==> config.mk <==
export PLATFORM = sky130hd
export DESIGN_NAME = addsub_seq_psw
export DESIGN_NICKNAME = d
export VERILOG_FILES = /design/src/rtl/addsub_seq_psw_pkg.sv /design/src/rtl/addsub_slice.sv /design/src/rtl/addsub_seq_psw.sv
export SDC_FILE = /design/constraint.sdc
export NUM_CORES = 1
export LEC_CHECK = 0
export BUFFER_PORTS_ARGS = -buffer_cell sky130_fd_sc_hd__buf_2
export CORE_MARGIN = 1
export CORE_UTILIZATION = 55
export DETAILED_ROUTE_END_ITERATION = 10
export GPL_ROUTABILITY_DRIVEN = 0
export PLACE_DENSITY_LB_ADDON = 0.12
export SYNTH_ARGS = -nofsm -noshare
export SYNTH_HDL_FRONTEND = slang
export SYNTH_SLANG_ARGS = --single-unit
==> constraint.sdc <==
create_clock -name clk -period 7.7 [get_ports clk]
set_clock_uncertainty 0.2 [all_clocks]
set_input_delay 1.155 -clock clk [delete_from_list [all_inputs] [get_ports clk]]
set_output_delay 1.155 -clock clk [all_outputs]
set_load 0.01 [all_outputs]
==> src/rtl/addsub_seq_psw_pkg.sv <==
// Shared definitions for the sliced add/subtract unit: FSM state encodings
// and the slice-counter width helper.
package addsub_seq_psw_pkg;

  localparam logic [1:0] S_IDLE = 2'd0;
  localparam logic [1:0] S_RUN  = 2'd1;
  localparam logic [1:0] S_DONE = 2'd2;

  // The counter needs at least one bit even when a single slice covers the word.
  function automatic int cnt_width(input int nslice);
    if (nslice > 1) begin
      return $clog2(nslice);
    end else begin
      return 1;
    end
  endfunction

endpackage

==> src/rtl/addsub_slice.sv <==
// Combinational SLICE-bit adder with carry in/out, reused by the
// sequential add/subtract unit on every RUN cycle.
module addsub_slice
  import addsub_seq_psw_pkg::*;
#(
  parameter int SLICE = 4
) (
  input  logic [SLICE-1:0] a,
  input  logic [SLICE-1:0] b,
  input  logic             cin,
  output logic [SLICE-1:0] s,
  output logic             cout
);

  assign {cout, s} = {1'b0, a} + {1'b0, b} + {{SLICE{1'b0}}, cin};

endmodule

==> src/rtl/addsub_seq_psw.sv <==
// Multicycle add/subtract unit: SLICE bits per clock, LSB first, with a
// registered PSW carry. Define ALU_OVF_EN to add the signed-overflow flag v.
module addsub_seq_psw
  import addsub_seq_psw_pkg::*;
#(
  parameter int WIDTH = 16,
  parameter int SLICE = 4
) (
  input  logic             clk,
  input  logic             rst,
  input  logic             start,
  input  logic [WIDTH-1:0] a,
  input  logic [WIDTH-1:0] b,
  input  logic             sub,
  input  logic             use_c,
  output logic             busy,
  output logic             done,
  output logic [WIDTH-1:0] sum,
  output logic             cout,
  output logic             z,
  output logic             n,
  output logic             psw_c
`ifdef ALU_OVF_EN
  ,
  output logic             v
`endif
);

  localparam int NSLICE = WIDTH / SLICE;
  localparam int CNT_W  = cnt_width(NSLICE);
  localparam logic [CNT_W-1:0] CNT_LAST = CNT_W'(NSLICE - 1);

  generate
    if ((WIDTH % SLICE) != 0) begin : g_width_check
      $error("addsub_seq_psw: WIDTH must be a multiple of SLICE");
    end
  endgenerate

  logic [1:0]       state_r;
  logic [1:0]       next_state_s;
  logic [CNT_W-1:0] cnt_r;
  logic [WIDTH-1:0] a_r;
  logic [WIDTH-1:0] b_r;
  logic             carry_r;
  logic [WIDTH-1:0] res_r;
  logic [WIDTH-1:0] res_next_s;
  logic [SLICE-1:0] a_slice_s;
  logic [SLICE-1:0] b_slice_s;
  logic [SLICE-1:0] slice_sum_s;
  logic             slice_cout_s;
  logic             accept_s;
  logic             last_s;
  logic             busy_r;
  logic             done_r;
  logic [WIDTH-1:0] sum_r;
  logic             cout_r;
  logic             z_r;
  logic             n_r;
  logic             psw_c_r;

  addsub_slice #(.SLICE(SLICE)) u_slice (
    .a    (a_slice_s),
    .b    (b_slice_s),
    .cin  (carry_r),
    .s    (slice_sum_s),
    .cout (slice_cout_s)
  );

  assign accept_s = start & ((state_r == S_IDLE) | (state_r == S_DONE));
  assign last_s   = (state_r == S_RUN) & (cnt_r == CNT_LAST);

  // Select the active operand slice and merge its sum into the result word.
  always_comb begin
    a_slice_s  = {SLICE{1'b0}};
    b_slice_s  = {SLICE{1'b0}};
    res_next_s = res_r;
    for (int k = 0; k < NSLICE; k++) begin
      a_slice_s = a_slice_s | (a_r[k*SLICE +: SLICE] & {SLICE{cnt_r == CNT_W'(k)}});
      b_slice_s = b_slice_s | (b_r[k*SLICE +: SLICE] & {SLICE{cnt_r == CNT_W'(k)}});
      res_next_s[k*SLICE +: SLICE] = (cnt_r == CNT_W'(k)) ? slice_sum_s
                                                           : res_r[k*SLICE +: SLICE];
    end
  end

  // FSM next-state; start is only honoured from IDLE or DONE.
  always_comb begin
    next_state_s = S_IDLE;
    case (state_r)
      S_IDLE: begin
        if (start) next_state_s = S_RUN;
        else       next_state_s = S_IDLE;
      end
      S_RUN: begin
        if (last_s) next_state_s = S_DONE;
        else        next_state_s = S_RUN;
      end
      S_DONE: begin
        if (start) next_state_s = S_RUN;
        else       next_state_s = S_IDLE;
      end
      default: next_state_s = S_IDLE;
    endcase
  end

  // State, status pulses and the per-slice datapath registers.
  always_ff @(posedge clk or posedge rst) begin
    if (rst) begin
      state_r <= S_IDLE;
      busy_r  <= 1'b0;
      done_r  <= 1'b0;
      cnt_r   <= {CNT_W{1'b0}};
      a_r     <= {WIDTH{1'b0}};
      b_r     <= {WIDTH{1'b0}};
      carry_r <= 1'b0;
      res_r   <= {WIDTH{1'b0}};
    end else begin
      state_r <= next_state_s;
      busy_r  <= (next_state_s == S_RUN);
      done_r  <= last_s;
      if (accept_s) begin
        // Subtraction is A + ~B; the +1 comes through the initial carry.
        a_r     <= a;
        b_r     <= b ^ {WIDTH{sub}};
        carry_r <= use_c ? psw_c_r : sub;
        cnt_r   <= {CNT_W{1'b0}};
        res_r   <= {WIDTH{1'b0}};
      end else if (state_r == S_RUN) begin
        carry_r <= slice_cout_s;
        res_r   <= res_next_s;
        cnt_r   <= last_s ? {CNT_W{1'b0}} : cnt_r + CNT_W'(1);
      end
    end
  end

  // Result and PSW flags, updated only on the final slice.
  always_ff @(posedge clk or posedge rst) begin
    if (rst) begin
      sum_r   <= {WIDTH{1'b0}};
      cout_r  <= 1'b0;
      z_r     <= 1'b0;
      n_r     <= 1'b0;
      psw_c_r <= 1'b0;
    end else if (last_s) begin
      sum_r   <= res_next_s;
      cout_r  <= slice_cout_s;
      z_r     <= ~|res_next_s;
      n_r     <= res_next_s[WIDTH-1];
      psw_c_r <= slice_cout_s;
    end
  end

`ifdef ALU_OVF_EN
  logic v_r;

  // Signed overflow: like-signed operands producing an opposite-signed result.
  always_ff @(posedge clk or posedge rst) begin
    if (rst) begin
      v_r <= 1'b0;
    end else if (last_s) begin
      v_r <= (a_r[WIDTH-1] == b_r[WIDTH-1]) && (res_next_s[WIDTH-1] != a_r[WIDTH-1]);
    end
  end

  assign v = v_r;
`endif

  assign busy  = busy_r;
  assign done  = done_r;
  assign sum   = sum_r;
  assign cout  = cout_r;
  assign z     = z_r;
  assign n     = n_r;
  assign psw_c = psw_c_r;

endmodule
==> results of run 1 <==
layer usage:
metal,GRT usage,vias up,part of all wire
li1,-,1275,-
met1,0.316,1186,0.46
met2,0.375,81,0.47
met3,0.0693,17,0.047
met4,0.114,0,0.025
met5,0,-,0
stage by stage:
stage,hold WS [ns],std cells
finish,0.271,472
floorplan,0.246,348
CTS,0.276,472
global route,0.296,472
global placement,0.257,458
detailed placement,0.259,458
flip-flops by register name, indices dropped and copies added, names as in the netlist:
signal	count
a_r	16
b_r	16
sum	16
res_r	14
cnt_r	2
busy	1
carry_r	1
cout	1
done	1
state_r	1
z	1
Yosys cell counts, drive strengths merged:
master | number | area [µm²]
a22oi | 17 | 128
buf | 8 | 41.3
a2111oi | 1 | 8.76
a32o | 6 | 60.1
ha | 7 | 87.6
a31oi | 4 | 25.0
nor3 | 4 | 20.0
or3 | 1 | 6.26
mux2 | 1 | 11.3
nor2 | 8 | 30.0
o21a | 1 | 7.51
nand2b | 2 | 12.5
xor2 | 1 | 16.3
o21bai | 1 | 7.51
o22ai | 1 | 6.26
and3 | 2 | 12.5
a32oi | 1 | 8.76
nor2b | 7 | 43.8
a311oi | 1 | 8.76
or4 | 1 | 11.3
dfrtp | 70 | 1750
a21o | 1 | 7.51
a22o | 8 | 70.1
xnor2 | 17 | 149
inv | 8 | 30.0
clkinv | 1 | 3.75
nand3 | 1 | 5.00
o31ai | 1 | 12.5
clkbuf | 18 | 67.6
o21ai | 40 | 200
a21oi | 1 | 5.00
and2 | 1 | 6.26
mux2i | 11 | 110
fa | 2 | 40.0
nand2 | 93 | 349
layout make-up:
type | instances | area [µm²] | share of cell area
clock buffer | 13 | 169 | 0.0441
clock inverter | 1 | 5.00 | 0.00131
inverter | 9 | 33.8 | 0.00881
multi-input combinational | 243 | 1470 | 0.383
sequential | 70 | 1750 | 0.457
tap | 75 | 93.8 | 0.0245
timing repair buffer | 61 | 313 | 0.0816
logic make-up (layout without fill, tap and decap cells):
logic type,Yosys count,in the layout
and+or+nand+nor,120,120
xor gates and xnor gates,18,18
muxes,12,12
adders and majority gates,9,9
buffers and inverters,35,84
AOI/OAI and AO/OA,84,84
DFF,70,70
critical path, cell delays in order, from the launching register on:
cell and delay, ns:
dfrtp_1 0.43, inv_1 0.10, ha_1 0.73, a22oi_1 0.21, nand2_1 0.14, fa_1 0.19
inv_1 0.06, fa_1 0.45, xor2_2 0.27, o22ai_1 0.13, or4_4 0.55, o31ai_2 0.18
worst paths after layout:
| kind | from | end | slack [ns] | depth (start not counted) |
|---|---|---|---|---|
| worst max-delay path | cnt_r[0] | z | 3.98 | 11 |
| worst min-delay path | sum[12] | sum[12] | 0.27 | 2 |
| worst max register to register | cnt_r[0] | z | 3.98 | 11 |
| worst min register to register | sum[12] | sum[12] | 0.27 | 2 |
| max in group asynchronous | rst | a_r[5] | 5.89 | 3 |
| min in group asynchronous | rst | res_r[5] | 0.85 | 3 |
power groups by stage:
stage | registers [W] | logic [W] | clock network (W)
floorplan | 0.000617 | 0.000720 | 0
global route | 0.000636 | 0.00110 | 0.000292
detailed placement | 0.000623 | 0.000977 | 0
finish | 0.000617 | 0.000981 | 0.000267
CTS | 0.000618 | 0.000977 | 0.000274
global placement | 0.000620 | 0.000953 | 0
==> results_dict.tcl, run 1 <==
set metrics [dict create \
    post_cts_buffers 0 \
    cts_buffers 9 \
    final_common_cell "nand2_1" \
    worstPathArrival_ns 3.78 \
    grt_max_degree 71 \
    antennaDiodeCount 0 \
    max_cap_violations 0 \
    first_pass_iters 4 \
    die-area_um2 6430 \
    dp_slack_ns 4.01 \
    dr.first_iter.drc_count 137 \
    ys_seq_elements 70 \
    required_ns 7.76 \
    hp-class "register to register" \
    period_needed_ns 3.72 \
    insertion_delay_ns 0.35 \
    clockBufferDepth 2 \
    relSlewSlack 0.420 \
    rsz0062_at_grt "no" \
    synth_compound_area_frac 0.165 \
    initial_utilization 0.568 \
    routedWlPerCell_um 14.4 \
    ys_warn_count 0 \
    synth-xor-area-share 0.0491 \
    clock-sinks 70 \
    internal-power_w 0.00104 \
    synthesis.nets 394 \
    post_cts_resized 0 \
    final_cell_mix "nand2_1 (93), dfrtp_1 (70), buf_2 (58)" \
    syn_inst 348 \
    netSwitchingPower_w 0.000825 \
    clkPwrFrac 0.143 \
    placed_cell_area_um2 3660 \
    antenna_found_initial 0 \
    die_y_um 80.2 \
    powerDensity_nw_per_um2 487 \
    yosys.area_share.simple 0.148 \
    gr-total-overflow 0 \
    grt_pass1_wl_mm 11.5 \
    ir_drop_uv 242 \
    die_x_um 80.2 \
    drcViolationCount 0 \
    synth_area_um2 3360 \
    layout-drive-gt1-share 0.199 \
    portBuffers 58 \
    fmax_mhz 269 \
    hold_viol 0 \
    cts_root_buf "clkbuf_8" \
    grtUsageTotal 0.243 \
    tightest_slew_ns 0.870 \
    power_frac_seq 0.331 \
    synthAdderAreaFrac 0.0380 \
    setup-tns-final_ns 0 \
    synth_top_family_by_area "compound AO/OA/AOI/OAI gates" \
    ios 59 \
    p_sw_frac 0.442 \
    power_w 0.00187 \
    cp_max_fo 22 \
    slew_violations 0 \
    comb_power_share 0.526 \
    end_kind "register" \
    design_area_um2 3830 \
    viasPerCell 5.42 \
    dp_hpwl_mm 4.73 \
    drtAntennaViolNets 0 \
    vias 2559 \
    synth_seq_area_share 0.521 \
    nets 440 \
    core-area_um2 5920 \
    fillers 508 \
    setup_ws_ns 3.98 \
    synth_mux_area_frac 0.0361 \
    std_cell_rows 28 \
    p_leak_nw 1.90 \
    grt_pass1_vias 2396 \
    clk_pin_slew_ns 0.07 \
    synth.distinct_cells 37 \
    htreeDepth 3 \
    setup_viol 0 \
    area_growth_pct 14.0 \
    finish.utilization 0.647 \
    wirelength_mm 6.81 \
    start_kind "register" \
    critical_path_class "register to register" \
    syn_area_per_cell_um2 9.66 \
    final.period_utilization 0.483 \
    status "completed" \
    hold_buffers 0 \
    cts_tree "built" \
]
(Power assumes the default switching activity.)
==> run 2, diff against run 1 <==
--- a/config.mk
+++ b/config.mk
@@ -5,9 +5,10 @@
 export SDC_FILE = /design/constraint.sdc
 export NUM_CORES = 1
 export LEC_CHECK = 0
+export ABC_AREA = 1
 export BUFFER_PORTS_ARGS = -buffer_cell sky130_fd_sc_hd__buf_2
 export CORE_MARGIN = 1
-export CORE_UTILIZATION = 55
+export CORE_UTILIZATION = 51
 export DETAILED_ROUTE_END_ITERATION = 10
 export GPL_ROUTABILITY_DRIVEN = 0
 export PLACE_DENSITY_LB_ADDON = 0.12
==> constraint.sdc (replaced) <==
create_clock -name clk -period 3.25 [get_ports clk]
set_clock_uncertainty 0.2 [all_clocks]
set_input_delay 0.4875 -clock clk [delete_from_list [all_inputs] [get_ports clk]]
set_output_delay 0.4875 -clock clk [all_outputs]
set_load 0.01 [all_outputs]
==> run 2 against run 1 <==
Effect of this change: maximum frequency rose by 24%; non-clock buffer count is 6 higher; core utilization fell by 3.0 points; sequential share of layout area decreased by 0.76 points; clock power rose by 130%; critical endpoint unchanged; critical path type unchanged; via count grew 10%.
==> results_dict.tcl, run 2 <==
set metrics [dict create \
    hold_buffers 0 \
    ios 59 \
    final.period_utilization 0.926 \
    grtUsageTotal 0.230 \
    syn_area_per_cell_um2 8.86 \
    grt_max_degree 38 \
    routedWlPerCell_um 14.1 \
    setup_viol 0 \
    hold_ws_ns 0.0760 \
    ys_top_cells_by_area "dfrtp_1 (51%), nand2_1 (11%), o21ai_0 (6.4%)" \
    grt_pass1_wl_mm 12.8 \
    ys_seq_elements 72 \
    synth_area_um2 3520 \
    antenna_found_initial 0 \
    fmax_mhz 332 \
    gr-total-overflow 0 \
    synth-edff-count 0 \
    ir_drop_uv 536 \
    clk_pin_slew_ns 0.07 \
    instances_no_fill 534 \
    post_cts_buffers 0 \
    drtAntennaViolNets 0 \
    core-area_um2 6490 \
    std_cell_rows 29 \
    viasPerCell 5.28 \
    hp-class "input port to async pin" \
    insertion_delay_ns 0.35 \
    p_leak_nw 2.04 \
    synth_top_cell_area_share 0.512 \
    postSynth.asyncResetShare 1.00 \
    cts_tree "built" \
    end_kind "register" \
    dp.cells 521 \
    dp_slack_ns 0.236 \
    synthesis.nets 443 \
    die-area_um2 7230 \
    cp_max_fo 5 \
    ys.flop_type "dfrtp_1" \
    synth_top_area_cell "dfrtp_1" \
    synth.most_common_cell "nand2_1" \
    max_cap_violations 0 \
    tightest_slew_ns 0.774 \
    hold_viol 0 \
    area_growth_pct 14.0 \
    ys_warn_count 0 \
    period_needed_ns 3.01 \
    fillers 562 \
    critical_path_class "register to register" \
    required_ns 3.34 \
    die_x_um 85.0 \
    cts_buffers 9 \
    final_common_cell "nand2_1" \
    synthTopCellsByCount "nand2_1 (101), dfrtp_1 (72), o21ai_0 (45), inv_1 (36), nor2_1 (21)" \
    grt_pass1_vias 2728 \
    clock-sinks 72 \
    synth_seq_area_share 0.512 \
    setup_ws_ns 0.239 \
    portBuffers 58 \
    wirelength_mm 7.55 \
    die_y_um 85.0 \
    relSlewSlack 0.483 \
    post_cts_resized 0 \
    vias 2817 \
    syn_inst 397 \
    initial_utilization 0.542 \
    clockBufferDepth 2 \
    cts_root_buf "clkbuf_8" \
    powerDensity_nw_per_um2 1170 \
    layout-drive-gt1-share 0.221 \
    worstPathArrival_ns 3.10 \
    antennaDiodeCount 0 \
    htreeDepth 3 \
    start_kind "register" \
    slew_violations 0 \
    drcViolationCount 0 \
    status "completed" \
    dr.first_iter.drc_count 177 \
    first_pass_iters 5 \
    synth.distinct_cells 28 \
    nets 501 \
    dp_hpwl_mm 5.50 \
    final_cell_mix "nand2_1 (101), dfrtp_1 (72), buf_2 (58)" \
]
==> run 2: kinds of logic (layout without fill, tap and decap cells) <==
group,after synthesis,in the layout,share of synthesized area
simple gates,148,148,0.178
compound gates,86,86,0.132
flops,72,72,0.512
buf+inv,60,120,0.0825
xor+xnor,16,16,0.0398
fa+ha+maj,9,9,0.0363
mux,6,6,0.0192
==> run 2: layer usage <==
metal	part of all wire	GRT usage
met1	0.47	0.317
met2	0.45	0.352
met3	0.047	0.0399
met4	0.027	0.117
met5	0	0
==> run 2: report_power, final <==
part | total, W | internal [W] | switching [W] | leakage [nW]
Sequential | 0.00153 | 0.00132 | 0.000215 | 0.881
Clock | 0.000604 | 0.000305 | 0.000299 | 0.0842
Combinational | 0.00255 | 0.000910 | 0.00164 | 1.08
Total | 0.00469 | 0.00253 | 0.00216 | 2.04
==> run 2: final timing paths <==
check	start	depth (start not counted)	endpoint	slack, ns
setup / recovery	cnt_r[0]	17	z	0.24
hold / removal	rst	2	sum[7]	0.08
setup reg to reg	cnt_r[0]	17	z	0.24
hold reg to reg	sum[14]	2	sum[14]	0.28
max in group asynchronous	rst	3	b_r[0]	2.11
min in group clk	a[10]	2	a_r[10]	0.17
==> run 2: layout make-up <==
type / instances / area, µm² / area share
Sequential cell: 72 / 1800 / 0.449
Multi-Input combinational cell: 265 / 1430 / 0.357
Timing Repair Buffer: 67 / 370 / 0.0924
Clock buffer: 12 / 155 / 0.0387
Inverter: 40 / 150 / 0.0375
Tap cell: 77 / 96.3 / 0.0240
Clock inverter: 1 / 5.00 / 0.00125
==> run 2: critical path, cell delays in order (launching register included) <==
cell and delay [ns]:
dfrtp_1 0.40, inv_1 0.14, ha_1 0.18, inv_1 0.05
o22ai_1 0.15, a21oi_1 0.06, o21ai_1 0.13, fa_2 0.26
inv_1 0.06, fa_1 0.58, nand2_1 0.07, o21ai_0 0.13
nand3_1 0.13, nor2_1 0.12, nand3_1 0.08, nor2_1 0.09
nand2_1 0.06, nand2_1 0.05
==> run 2: metrics by stage <==
| step | total power [W] | setup TNS, ns | utilization | cell area, µm² |
|---|---|---|---|---|
| after floorplan | 0.00340 | 0 | - | 3520 |
| after global placement | 0.00399 | 0 | 0.592 | 3840 |
| after detailed placement | 0.00407 | 0 | 0.592 | 3840 |
| after CTS | 0.00469 | 0 | 0.616 | 4000 |
| after global routing | 0.00513 | -0.0111 | 0.617 | 4010 |
| final | 0.00469 | 0 | 0.617 | 4010 |
==> run 3, diff against run 2 <==
--- a/config.mk
+++ b/config.mk
@@ -11,7 +11,7 @@
 export CORE_UTILIZATION = 51
 export DETAILED_ROUTE_END_ITERATION = 10
 export GPL_ROUTABILITY_DRIVEN = 0
-export PLACE_DENSITY_LB_ADDON = 0.12
+export PLACE_DENSITY = 0.76
 export SYNTH_ARGS = -nofsm -noshare
 export SYNTH_HDL_FRONTEND = slang
 export SYNTH_SLANG_ARGS = --single-unit
==> run 3 against run 2 <==
Effect of this change: maximum frequency rose by 2.4%; total power grew 2.5%; first-iteration DRC count fell by 9.0%; sequential share of layout area fell by 0.40 points; clock-buffer cell count increased by 1; core utilization increased by 0.56 points; via count grew 1.5%; flip-flop and latch count is the same; critical endpoint unchanged.
==> results_dict.tcl, run 3 (synthesis gave the netlist of run 2 again) <==
set metrics [dict create \
    max_stage_delay_ns 0.48 \
    design_area_um2 4050 \
    internal-power_w 0.00262 \
    first_pass_iters 4 \
    hold_viol 0 \
    grtUsageTotal 0.232 \
    fillers 573 \
    drtAntennaViolNets 0 \
    grt_pass1_wl_mm 12.9 \
    netSwitchingPower_w 0.00219 \
    std_cell_rows 29 \
    die-area_um2 7230 \
    dr.first_iter.drc_count 161 \
    initial_utilization 0.542 \
    dp_slack_ns 0.243 \
    required_ns 3.30 \
    use_met2 0.361 \
    clkPwrFrac 0.149 \
    setup-tns-final_ns 0 \
    cts_buffers 9 \
    grt_pass1_vias 2748 \
    grt_max_degree 39 \
    tightest_slew_ns 0.744 \
    portBuffers 58 \
    p_sw_frac 0.456 \
    powerDensity_nw_per_um2 1190 \
    die_y_um 85.0 \
    antennaDiodeCount 0 \
    power_frac_seq 0.318 \
    fmax_mhz 340 \
    cts_tree "built" \
    slew_violations 0 \
    critical_path_class "register to register" \
    gr-total-overflow 0 \
    clk_pin_slew_ns 0.08 \
    critPathTopFamily "adder cells" \
    period_needed_ns 2.94 \
    grtUsageMet3 0.0409 \
    cp_slowest_cell "fa_1" \
    ir_drop_uv 441 \
    setup_viol 0 \
    relSlewSlack 0.504 \
    crit_buf_inv 3 \
    core-area_um2 6490 \
    hold_buffers 0 \
    hp-class "input port to async pin" \
    drcViolationCount 0 \
    worstPathArrival_ns 2.99 \
    cp_max_fo 5 \
    final_cell_mix "nand2_1 (101), dfrtp_1 (72), buf_2 (58)" \
    final_common_cell "nand2_1" \
    wirelength_mm 7.61 \
    final.period_utilization 0.905 \
    rsz0062_at_grt "no" \
    antenna_found_initial 0 \
    comb_power_share 0.533 \
    cts_root_buf "clkbuf_8" \
    grt-busiest-layer "met2" \
    vias 2859 \
    clockBufferDepth 2 \
    area_growth_pct 15.0 \
    end_kind "register" \
    dp_hpwl_mm 5.46 \
    ios 59 \
    clock-sinks 72 \
    routedWlPerCell_um 14.2 \
    placed_cell_area_um2 3840 \
    p_leak_nw 2.07 \
    nets 501 \
    insertion_delay_ns 0.35 \
    start_kind "register" \
    setup_ws_ns 0.310 \
    status "completed" \
    max_cap_violations 0 \
    layout-drive-gt1-share 0.222 \
    finish.utilization 0.623 \
    viasPerCell 5.32 \
    cp_cell_sequence "inv_1 > ha_1 > inv_1 > o22ai_1 > a21oi_1 > o21ai_1 > fa_1 > inv_1 > fa_1 > nand2_1 > o21ai_0 > nand3_1 > nor2_1 > nand3_1 > nor2_1 > nand2_1 > nand2_1" \
    htreeDepth 3 \
    globalRouteMet1Util 0.317 \
    die_x_um 85.0 \
]
run 3: changes by cell type in the layout (fill, tap and decap cells not counted):
cell       previous run  this run
bufinv_16             0         1
clkbuf_1              1         2
clkinv_2              1         2
fa_1                  1         2
fa_2                  1         0
run 3: per-layer routing:
metal  up-vias  wire length (µm)
met5         -                 0
met4         0               125
met3        12               416
met2        89              3560
met1      1353              3500
li1       1405                 -
run 3: stage by stage:
stage	cells	power, W	hold slack [ns]
5_1_grt	537	0.00524	0.116
4_1_cts	537	0.00480	0.0894
3_3_place_gp	521	0.00397	0.260
2_1_floorplan	397	0.00340	0.248
6_report	537	0.00481	0.0590
3_5_place_dp	521	0.00407	0.265
run 3: area by class of cell:
type                       count  area [µm²]  share of cell area
inverter                      40         150              0.0371
sequential                    72        1800               0.445
tap                           77        96.3              0.0238
timing repair buffer          67         370              0.0916
clock inverter                 3        40.0             0.00990
clock buffer                  13         159              0.0393
multi-input combinational    265        1430               0.353
run 3: power by group through the flow:
stage	Sequential (W)	Combinational [W]	Clock, W
CTS	0.00153	0.00254	0.000727
finish	0.00153	0.00257	0.000715
global placement	0.00152	0.00244	0
global route	0.00158	0.00290	0.000762
detailed placement	0.00154	0.00253	0
floorplan	0.00154	0.00186	0
run 3: worst paths after layout:
kind	start	endpoint	slack [ns]	cells after the start
max reg2reg	cnt_r[0]	z	0.31	17
min	rst	res_r[7]	0.06	2
max	cnt_r[0]	z	0.31	17
min reg2reg	sum[4]	sum[4]	0.28	2
max in group asynchronous	rst	b_r[15]	2.13	3
min in group clk	a[10]	a_r[10]	0.16	2
run 3: what timing repair did:
| item | in CTS | in global routing |
|---|---|---|
| buffers inserted | 0 | 0 |
| endpoints found under the setup margin | 0 | 1 |
| gates resized for setup | 0 | 2 |
